$ cat config.mk
export PLATFORM = sky130hd
export DESIGN_NAME = mem_port_arbiter
export DESIGN_NICKNAME = d
export VERILOG_FILES = /design/src/rtl/mem_port_arbiter.sv
export SDC_FILE = /design/constraint.sdc
export NUM_CORES = 1
export LEC_CHECK = 0
export ABC_AREA = 1
export BUFFER_PORTS_ARGS = -buffer_cell sky130_fd_sc_hd__buf_4
export CAP_MARGIN = 40
export CORE_AREA = 3 3 124 126
export DETAILED_ROUTE_END_ITERATION = 8
export DIE_AREA = 0 0 127 129
export SLEW_MARGIN = 20
export SYNTH_ARGS = -nofsm -noshare
export SYNTH_HDL_FRONTEND = slang
export SYNTH_SLANG_ARGS = --single-unit
export TNS_END_PERCENT = 50
$ cat constraint.sdc
create_clock -name clk -period 1.7 [get_ports clk]
set_input_delay 0.085 -clock clk [delete_from_list [all_inputs] [get_ports clk]]
set_output_delay 0.085 -clock clk [all_outputs]
set_load 0.01 [all_outputs]
$ cat src/rtl/mem_port_arbiter.sv
// Shares one split-transaction memory port between the fetch (i_*) and data (d_*) requesters.
// Accepted owners are queued in order so data_ok/rdata return to whoever issued the request.
module mem_port_arbiter #(
    parameter int MAX_OUT    = 2,
    parameter int STARVE_LIM = 4
) (
    input  logic        clk,
    input  logic        rst,
    input  logic        i_req,
    input  logic        i_wr,
    input  logic [1:0]  i_size,
    input  logic [3:0]  i_wstrb,
    input  logic [31:0] i_addr,
    input  logic [31:0] i_wdata,
    output logic        i_addr_ok,
    output logic        i_data_ok,
    output logic [31:0] i_rdata,
    input  logic        d_req,
    input  logic        d_wr,
    input  logic [1:0]  d_size,
    input  logic [3:0]  d_wstrb,
    input  logic [31:0] d_addr,
    input  logic [31:0] d_wdata,
    output logic        d_addr_ok,
    output logic        d_data_ok,
    output logic [31:0] d_rdata,
    output logic        m_req,
    output logic        m_wr,
    output logic [1:0]  m_size,
    output logic [3:0]  m_wstrb,
    output logic [31:0] m_addr,
    output logic [31:0] m_wdata,
    input  logic        m_addr_ok,
    input  logic        m_data_ok,
    input  logic [31:0] m_rdata,
    output logic        proto_err
);

    localparam int CW = $clog2(MAX_OUT + 1);
    localparam int PW = (MAX_OUT > 1) ? $clog2(MAX_OUT) : 1;
    localparam int SW = $clog2(STARVE_LIM + 1);
    localparam logic [CW-1:0] CNT_MAX    = CW'(MAX_OUT);
    localparam logic [PW-1:0] PTR_LAST   = PW'(MAX_OUT - 1);
    localparam logic [SW-1:0] STARVE_MAX = SW'(STARVE_LIM);

    typedef enum logic { IDLE, LOCK } state_t;
    typedef enum logic { OWN_I, OWN_D } owner_t;

    state_t        state;
    owner_t        lock_owner;
    owner_t        owner;
    owner_t        owner_q [MAX_OUT];
    logic [PW-1:0] wr_ptr;
    logic [PW-1:0] rd_ptr;
    logic [CW-1:0] count;
    logic [SW-1:0] starve;
    logic          issue;
    logic          push;
    logic          pop;
    logic          pick_d;

    // NOTE: every output of this block gets a default first, so no path can infer a latch.
    always_comb begin
        pick_d    = d_req && !(i_req && starve == STARVE_MAX);
        owner     = (state == LOCK) ? lock_owner : (pick_d ? OWN_D : OWN_I);
        // Issue is frozen while the FIFO is full; a same-cycle pop frees a slot only next cycle.
        issue     = rst && ((state == LOCK) || ((i_req || d_req) && count != CNT_MAX));
        push      = issue && m_addr_ok;
        pop       = rst && m_data_ok && count != '0;

        m_req     = issue;
        m_wr      = 1'b0;
        m_size    = '0;
        m_wstrb   = '0;
        m_addr    = '0;
        m_wdata   = '0;
        if (issue) begin
            if (owner == OWN_D) begin
                m_wr    = d_wr;
                m_size  = d_size;
                m_wstrb = d_wstrb;
                m_addr  = d_addr;
                m_wdata = d_wdata;
            end else begin
                m_wr    = i_wr;
                m_size  = i_size;
                m_wstrb = i_wstrb;
                m_addr  = i_addr;
                m_wdata = i_wdata;
            end
        end

        i_addr_ok = push && owner == OWN_I;
        d_addr_ok = push && owner == OWN_D;
        i_data_ok = pop && owner_q[rd_ptr] == OWN_I;
        d_data_ok = pop && owner_q[rd_ptr] == OWN_D;
        i_rdata   = i_data_ok ? m_rdata : '0;
        d_rdata   = d_data_ok ? m_rdata : '0;
    end

    // NOTE: the owner storage carries no reset; count and pointers alone decide which entries are valid.
    always_ff @(posedge clk) begin
        if (push) owner_q[wr_ptr] <= owner;
    end

    // NOTE: all state here uses non-blocking assignments so every register sees pre-edge values.
    always_ff @(posedge clk) begin
        if (!rst) begin
            state      <= IDLE;
            lock_owner <= OWN_I;
            wr_ptr     <= '0;
            rd_ptr     <= '0;
            count      <= '0;
            starve     <= '0;
            proto_err  <= 1'b0;
        end else begin
            case (state)
                IDLE: if (issue && !m_addr_ok) begin
                    lock_owner <= owner;
                    state      <= LOCK;
                end
                LOCK: if (m_addr_ok) state <= IDLE;
                default: state <= IDLE;
            endcase

            if (push) wr_ptr <= (wr_ptr == PTR_LAST) ? '0 : wr_ptr + PW'(1);
            if (pop)  rd_ptr <= (rd_ptr == PTR_LAST) ? '0 : rd_ptr + PW'(1);

            case ({push, pop})
                2'b10:   count <= count + CW'(1);
                2'b01:   count <= count - CW'(1);
                default: count <= count;
            endcase

            if (!i_req || (push && owner == OWN_I))
                starve <= '0;
            else if (push && owner == OWN_D && starve != STARVE_MAX)
                starve <= starve + SW'(1);

            if (m_data_ok && count == '0) proto_err <= 1'b1;
        end
    end

endmodule

# Yosys cells after proc, flatten, opt, wreduce, memory -nomap -nowiden
# Memories as Yosys holds them, arrays and structs flattened. A register that Yosys moved wholly into a read port is not among the register bits.
# Cells that the tools add are included.
# totals
mem_bits_rw	2
mem_bits_ro	0
register_bits	10
output_inout_bits	141
word_cells	71
memories	1
latch_bits	0
# mem_list
name	words	word_bits	read_ports	rd_ports_with_merged_regs	wr	line	text
owner_q	2	1	1	1	1	52	owner_t owner_q [MAX_OUT];
# op_classes
add_sub_neg	5
n_reduce_logical	25
mux	24
shift	0
div_mod_pow	0
eq_ne	5
mul	0
magnitude_cmp	0
n_bitwise	4
# ops
cell	count
32-bit 2-to-1 mux	6
1-bit logical AND	14
1-bit 2-to-1 mux	12
4-bit 2-to-1 mux	2
2-bit 2-to-1 mux	2
1-bit inverter	4
2-bit one-hot mux with 2 select lines	1
2-bit nonzero test	2
3-bit by 1-bit adder with 3-bit output (second input constant)	1
3-bit == test (second input constant)	1
1-bit logical NOT	3
1-bit logical OR	3
3-bit inequality test (second input constant)	1
1-bit adder (second input constant)	2
2-bit by 1-bit adder with 2-bit output (second input constant)	1
2-bit by 1-bit == test with 1-bit output (second input constant)	1
2-bit == test (second input constant)	1
2-bit logical NOT	1
2-bit inequality test (second input constant)	1
1-bit one-hot mux with 2 select lines	1
2-bit AND reduction	1
2-bit OR reduction	1
2-bit by 1-bit subtractor with 2-bit output (second input constant)	1

# Longest topological paths before layout
# logic_depth
word_depth	10
depth_mapped	10

# Worst setup path before layout
# No wires, ideal clock.
# synth_path
kind	register to register
startpoint	register count[0]
endpoint	register count[1]
t_required_ns	1.578
setup_ns	0.122
setup_slack_ns	0.092
period_less_slack_ns	1.608
arrival_time_ns	1.486
path_stages_with_launch	11
path_cell_list	dfxtp_1 -> inv_2 -> nand2_1 -> nand2_1 -> nand2_1 -> nand3_2 -> ha_1 -> a21oi_1 -> o21ai_0 -> o21ai_0 -> a21oi_1
# synth_via
elab_chain_len	7
# synth_lines
item	line	text
start, declared	55	logic [CW-1:0] count;
start signal, assigned	130	2'b10: count <= count + CW'(1);
start signal, assigned	131	2'b01: count <= count - CW'(1);
start signal, assigned	132	default: count <= count;
2-bit inequality test	67	issue = rst && ((state == LOCK) || ((i_req || d_req) && count != CNT_MAX));
1-bit logical AND	67	
1-bit logical OR	67	
1-bit logical AND	67	
1-bit logical AND	68	push = issue && m_addr_ok;
2-bit by 1-bit == test with 1-bit output or 2-bit == test (tied branches)	129	case ({push, pop})
2-bit one-hot mux with 2 select lines or 2-bit nonzero test (tied branches)	--	
# Several ways; a longest one is shown, not always the timed one.
# A chain may end at the register's enable or synchronous reset.

# Worst setup path after layout
# layout_path
startpoint	register starve[0]
endpoint	output m_wdata[26]
# layout_via
elab_chain_len	8
# layout_lines
item	line	text
start, declared	56	logic [SW-1:0] starve;
start signal, assigned	138	starve <= starve + SW'(1);
3-bit == test	64	pick_d = d_req && !(i_req && starve == STARVE_MAX);
1-bit logical AND	64	
1-bit logical NOT	64	
1-bit logical AND	64	
1-bit 2-to-1 mux (2 in a row)	65	owner = (state == LOCK) ? lock_owner : (pick_d ? OWN_D : OWN_I);
32-bit 2-to-1 mux	78	if (owner == OWN_D) begin
32-bit 2-to-1 mux	77	if (issue) begin
end, declared	32	output logic [31:0] m_wdata,
# No other way between the ends.

==> results.md <==
- The flow ran to the end, but the final reports show violations.
- The final reports fail on negative setup slack.
- The path with the worst hold slack has its endpoint at state.
- The worst endpoint data arrival time is 1.70 ns.
- The number of buffers inserted during clock tree synthesis is 3.
- The library cell used most frequently in the layout, excluding fill and tap cells, is sky130_fd_sc_hd__buf_4.
- The wire length of the first global-routing pass is 18590 µm.
- In this run, placement finished with an instance count of 923.
- The utilization of the core after routing is 0.3920.
- The routed wire length per instance is 13.72 µm.
- Of the cells placed in the final design, the portion with a size suffix greater than 1 is 0.6298.
- In this run the number of H-tree levels came out at 1.
- The die area is 16380 µm².
- The reg-to-reg critical path endpoint is count[1].
- In this run the remaining antenna-violating nets after routing total 0.
- TritonCTS built the clock tree.
- In this run the tightest slew margin relative to its limit is 0.8219.
- VDD sags by at most 0.2557 mV.
- The most used cell along the critical path is sky130_fd_sc_hd__buf_12.
- The post-route non-filler standard cell count is 943.
- STA classifies the critical path startpoint as a register.
- Summing all multi-input logic gate instances after layout gives 1787 µm².
- The via count of the first global-routing pass is 3598.
- In the detailed route, the total length drawn on met2 is 6719 µm.
- The least setup slack across all paths after layout is -0.08020 ns.
- The leakage power total is 3.013 nW.
- The final worst-path cycle share is 1.047.
- The global route total overflow is 0.
- Traced cell by cell, the critical path runs through inv_2 > ha_4 > nand3_4 > nand2_4 > nand2_8 > buf_12 > buf_12 > o21ai_1 > nor2_1 > buf_4.
- The synthesized design contains 13 register bits.
- In this run the worst path has a maximum fanout of 10.
- The top cell types in the final layout, fill and taps aside, are sky130_fd_sc_hd__buf_4, sky130_fd_sc_hd__nor2_1, sky130_fd_sc_hd__nor2_2.
- Yosys printed 0 warnings.
- After the last flow step, the layout net total stands at 943.
- The repair_antennas step left the layout with diodes totalling 0.
- The via count normalized by instance count is 4.091.
- In this run the mean area of a mapped cell was 5.064 µm².
- The number of cells on the worst reg-to-reg path is 10.
- In this run, distinct cell masters in the synthesized netlist total 24.
- The tree is rooted in a sky130_fd_sc_hd__clkbuf_16.
- The critical path is of the reg -> out type.
- The fraction of synthesized cell area taken by the top area cell type is 0.3229.
- The half-perimeter wire length after detailed placement is 9861 µm.
- The initial antenna violation count is 0.
- The clock passes through at most 2 buffers.
- The number of nets in the synthesized netlist is 603.
- The die span in y is 129 µm.
- The number of buffers added on ports is 320.
- Setup repair after global routing could not meet its margin everywhere.
- The wire length reported by the detailed router is 12940 µm.
- Yosys attributes the largest share of cell area to sky130_fd_sc_hd__nor2_1, sky130_fd_sc_hd__o21ai_0, sky130_fd_sc_hd__dfxtp_1, sky130_fd_sc_hd__nor2_2, sky130_fd_sc_hd__inv_1.
- For the finished layout, the period the worst path requires is 1.780 ns.
- Entering global routing, the biggest net connects 36 pins.
- The biggest cell delay along the critical path is 0.32 ns.
- Setup violations remaining at the end of the flow were counted as 54.
- The detailed router's first-iteration violation count is 72.
- In the global route stage, overall resource usage came out at 0.1401.
- At the pin with the least slew margin, the transition time is 0.2620 ns.
- For this run, the top clock speed supported by timing is 0.5617 GHz.
- The origin of the critical flop-to-flop path is count[0].
- The clock sink count is 13.
- After detailed routing, the met3 layer carries 1175 µm of wire.
- The highest layer touched by signal routing is met4.
- In this run the core area contains 44 standard-cell rows.
- The congestion estimate from routability-driven global placement came to 0.7805.
- Summing all non-filler instances in the final layout gives an area of 5654 µm².
- The required time of the critical path is 1.62 ns.
- The power per unit of standard cell area is 413.9 nW/µm².
- Summing all flip-flop and latch instances after layout gives 285.3 µm².
- Across all layers, the routed design uses 3858 vias.
- The final number of max-transition violations was 0.
- The count of final hold-check violations came to 0.
- The final setup skew is 0.0007058 ns.
- The largest individual stage delay along the critical path comes from the cell sky130_fd_sc_hd__dfxtp_2.
- The path category of the worst min-delay check is in -> reg.
- The number of buffers added to fix hold violations after cts is 0.
- Synthesis handed over a netlist of 420 instances.
- The layout has 1552 filler cells.
- The launch point of the critical path is starve[0].
- In this run the cell area measured after placement is 4900 µm².
- Of the synthesized area, sequential elements account for 0.1318.
- The post-CTS clock slew at the launch and capture registers of the worst setup and hold paths is 0.04 ns.
- The total routed wire length on the met1 layer is 4983 µm.
- The core region is 14420 µm².
- Compared with the post-synthesis result, the final layout area differs by 165.8%.
- The first TritonRoute pass finished after 4 iterations.
- In this run the horizontal extent of the chip is 127 µm.
- The count of maximum capacitance violations is 0.
- The remaining routing DRC violations is 0.
- In this run the most critical hold path is launched from m_addr_ok.
- The worst hold path stage count is 2.
- The type of destination of the critical path is a primary output.
- In this run the cell area of the synthesized design comes to 2127 µm².
- The later-pin clock latency in the skew report is 0.24 ns.
- The largest area contributor in the synthesized netlist is sky130_fd_sc_hd__nor2_1.
- Prior to clock tree synthesis, the placed netlist has a worst setup slack of 0.06317 ns.
- The starting density of the core is 0.1475.
- The I/O pin count is 321.
- The register-to-register setup slack is 0.14 ns.
==> per-layer routing <==
layer	up-vias	track usage
li1	1978	-
met1	1679	0.1681
met2	194	0.2609
met3	7	0.03653
met4	0	0.01199
met5	-	0
==> sequential cells by signal, indices dropped and copies added, names as in the netlist, named ones only <==
name and count:
proto_err 1, owner_q 2, count 2, rd_ptr 1
wr_ptr 1, state 1, starve 3, lock_owner 1
==> final cells by class <==
| type | count | share of cell area |
|---|---|---|
| inverters | 47 | 0.03386 |
| clock buffers | 4 | 0.01394 |
| flip-flops and latches | 13 | 0.05045 |
| repair buffers | 363 | 0.5450 |
| multi-input cells | 332 | 0.3160 |
| well taps | 184 | 0.04072 |
==> synthesized netlist by cell type <==
library cell                 n
sky130_fd_sc_hd__a21oi_1     8
sky130_fd_sc_hd__a21oi_4     1
sky130_fd_sc_hd__a31oi_1     1
sky130_fd_sc_hd__buf_2      11
sky130_fd_sc_hd__buf_4       1
sky130_fd_sc_hd__buf_6       3
sky130_fd_sc_hd__clkbuf_1    7
sky130_fd_sc_hd__clkbuf_2    6
sky130_fd_sc_hd__dfxtp_1    11
sky130_fd_sc_hd__edfxtp_1    2
sky130_fd_sc_hd__ha_1        3
sky130_fd_sc_hd__inv_1      42
sky130_fd_sc_hd__inv_2       5
sky130_fd_sc_hd__mux2i_1     1
sky130_fd_sc_hd__nand2_1    16
sky130_fd_sc_hd__nand3_1     6
sky130_fd_sc_hd__nand3_2     1
sky130_fd_sc_hd__nand4_1     1
sky130_fd_sc_hd__nor2_1    183
sky130_fd_sc_hd__nor2_2     31
sky130_fd_sc_hd__nor2_4      2
sky130_fd_sc_hd__o21ai_0    64
sky130_fd_sc_hd__o21ai_1    12
sky130_fd_sc_hd__xor2_1      2
==> logic make-up after synthesis <==
logic type | share of synthesized area
AOI/OAI and AO/OA | 0.2082
and+or+nand+nor | 0.4747
xor gates and xnor gates | 0.008237
buffers and inverters | 0.1547
adders and majority gates | 0.01765
muxes | 0.004706
DFF | 0.1318
==> how the worst max path moves through the flow <==
| stage | slack [ns] | endpoint |
|---|---|---|
| CTS | -0.09 | m_wdata[27] |
| global route | -0.16 | m_wdata[5] |
| finish | -0.08 | m_wdata[26] |
| detailed placement | 0.06 | m_wdata[27] |
| floorplan | 0.09 | count[1] |
| global placement | 0.08 | count[1] |
==> critical path, delay by kind of cell, from the launching register on <==
kind / cells / cell delay, ns
buf+inv: 4 / 0.54
flops: 1 / 0.32
simple gates: 4 / 0.31
fa+ha+maj: 1 / 0.15
compound gates: 1 / 0.11
==> report_power, final <==
group          total [W]  switching, W  leakage, nW  internal (W)
registers       0.000347     0.0000123        0.110      0.000335
logic            0.00155      0.000696         2.87      0.000857
clock network   0.000441      0.000125       0.0382      0.000316
total            0.00234      0.000833         3.01       0.00151
==> per-stage QoR <==
| step | TNS (ns) | hold WS [ns] | total power (W) |
|---|---|---|---|
| 2_1_floorplan | 0 | 0.1792 | 0.0008385 |
| 3_3_place_gp | 0 | 0.3165 | 0.001604 |
| 3_5_place_dp | 0 | 0.3150 | 0.001607 |
| 4_1_cts | -4.021 | 0.06037 | 0.002289 |
| 5_1_grt | -8.141 | 0.07194 | 0.002497 |
| 6_report | -3.183 | 0.06700 | 0.002341 |
==> repair_timing <==
| action | in CTS | in global routing |
|---|---|---|
| setup buffers | 8 | 3 |
| pin swaps | 14 | 23 |
| endpoints found under the setup margin | 86 | 103 |
| gates cloned | 6 | 1 |
| gates resized for setup | 112 | 62 |
No activity file was read; power rests on OpenSTA's default activity.
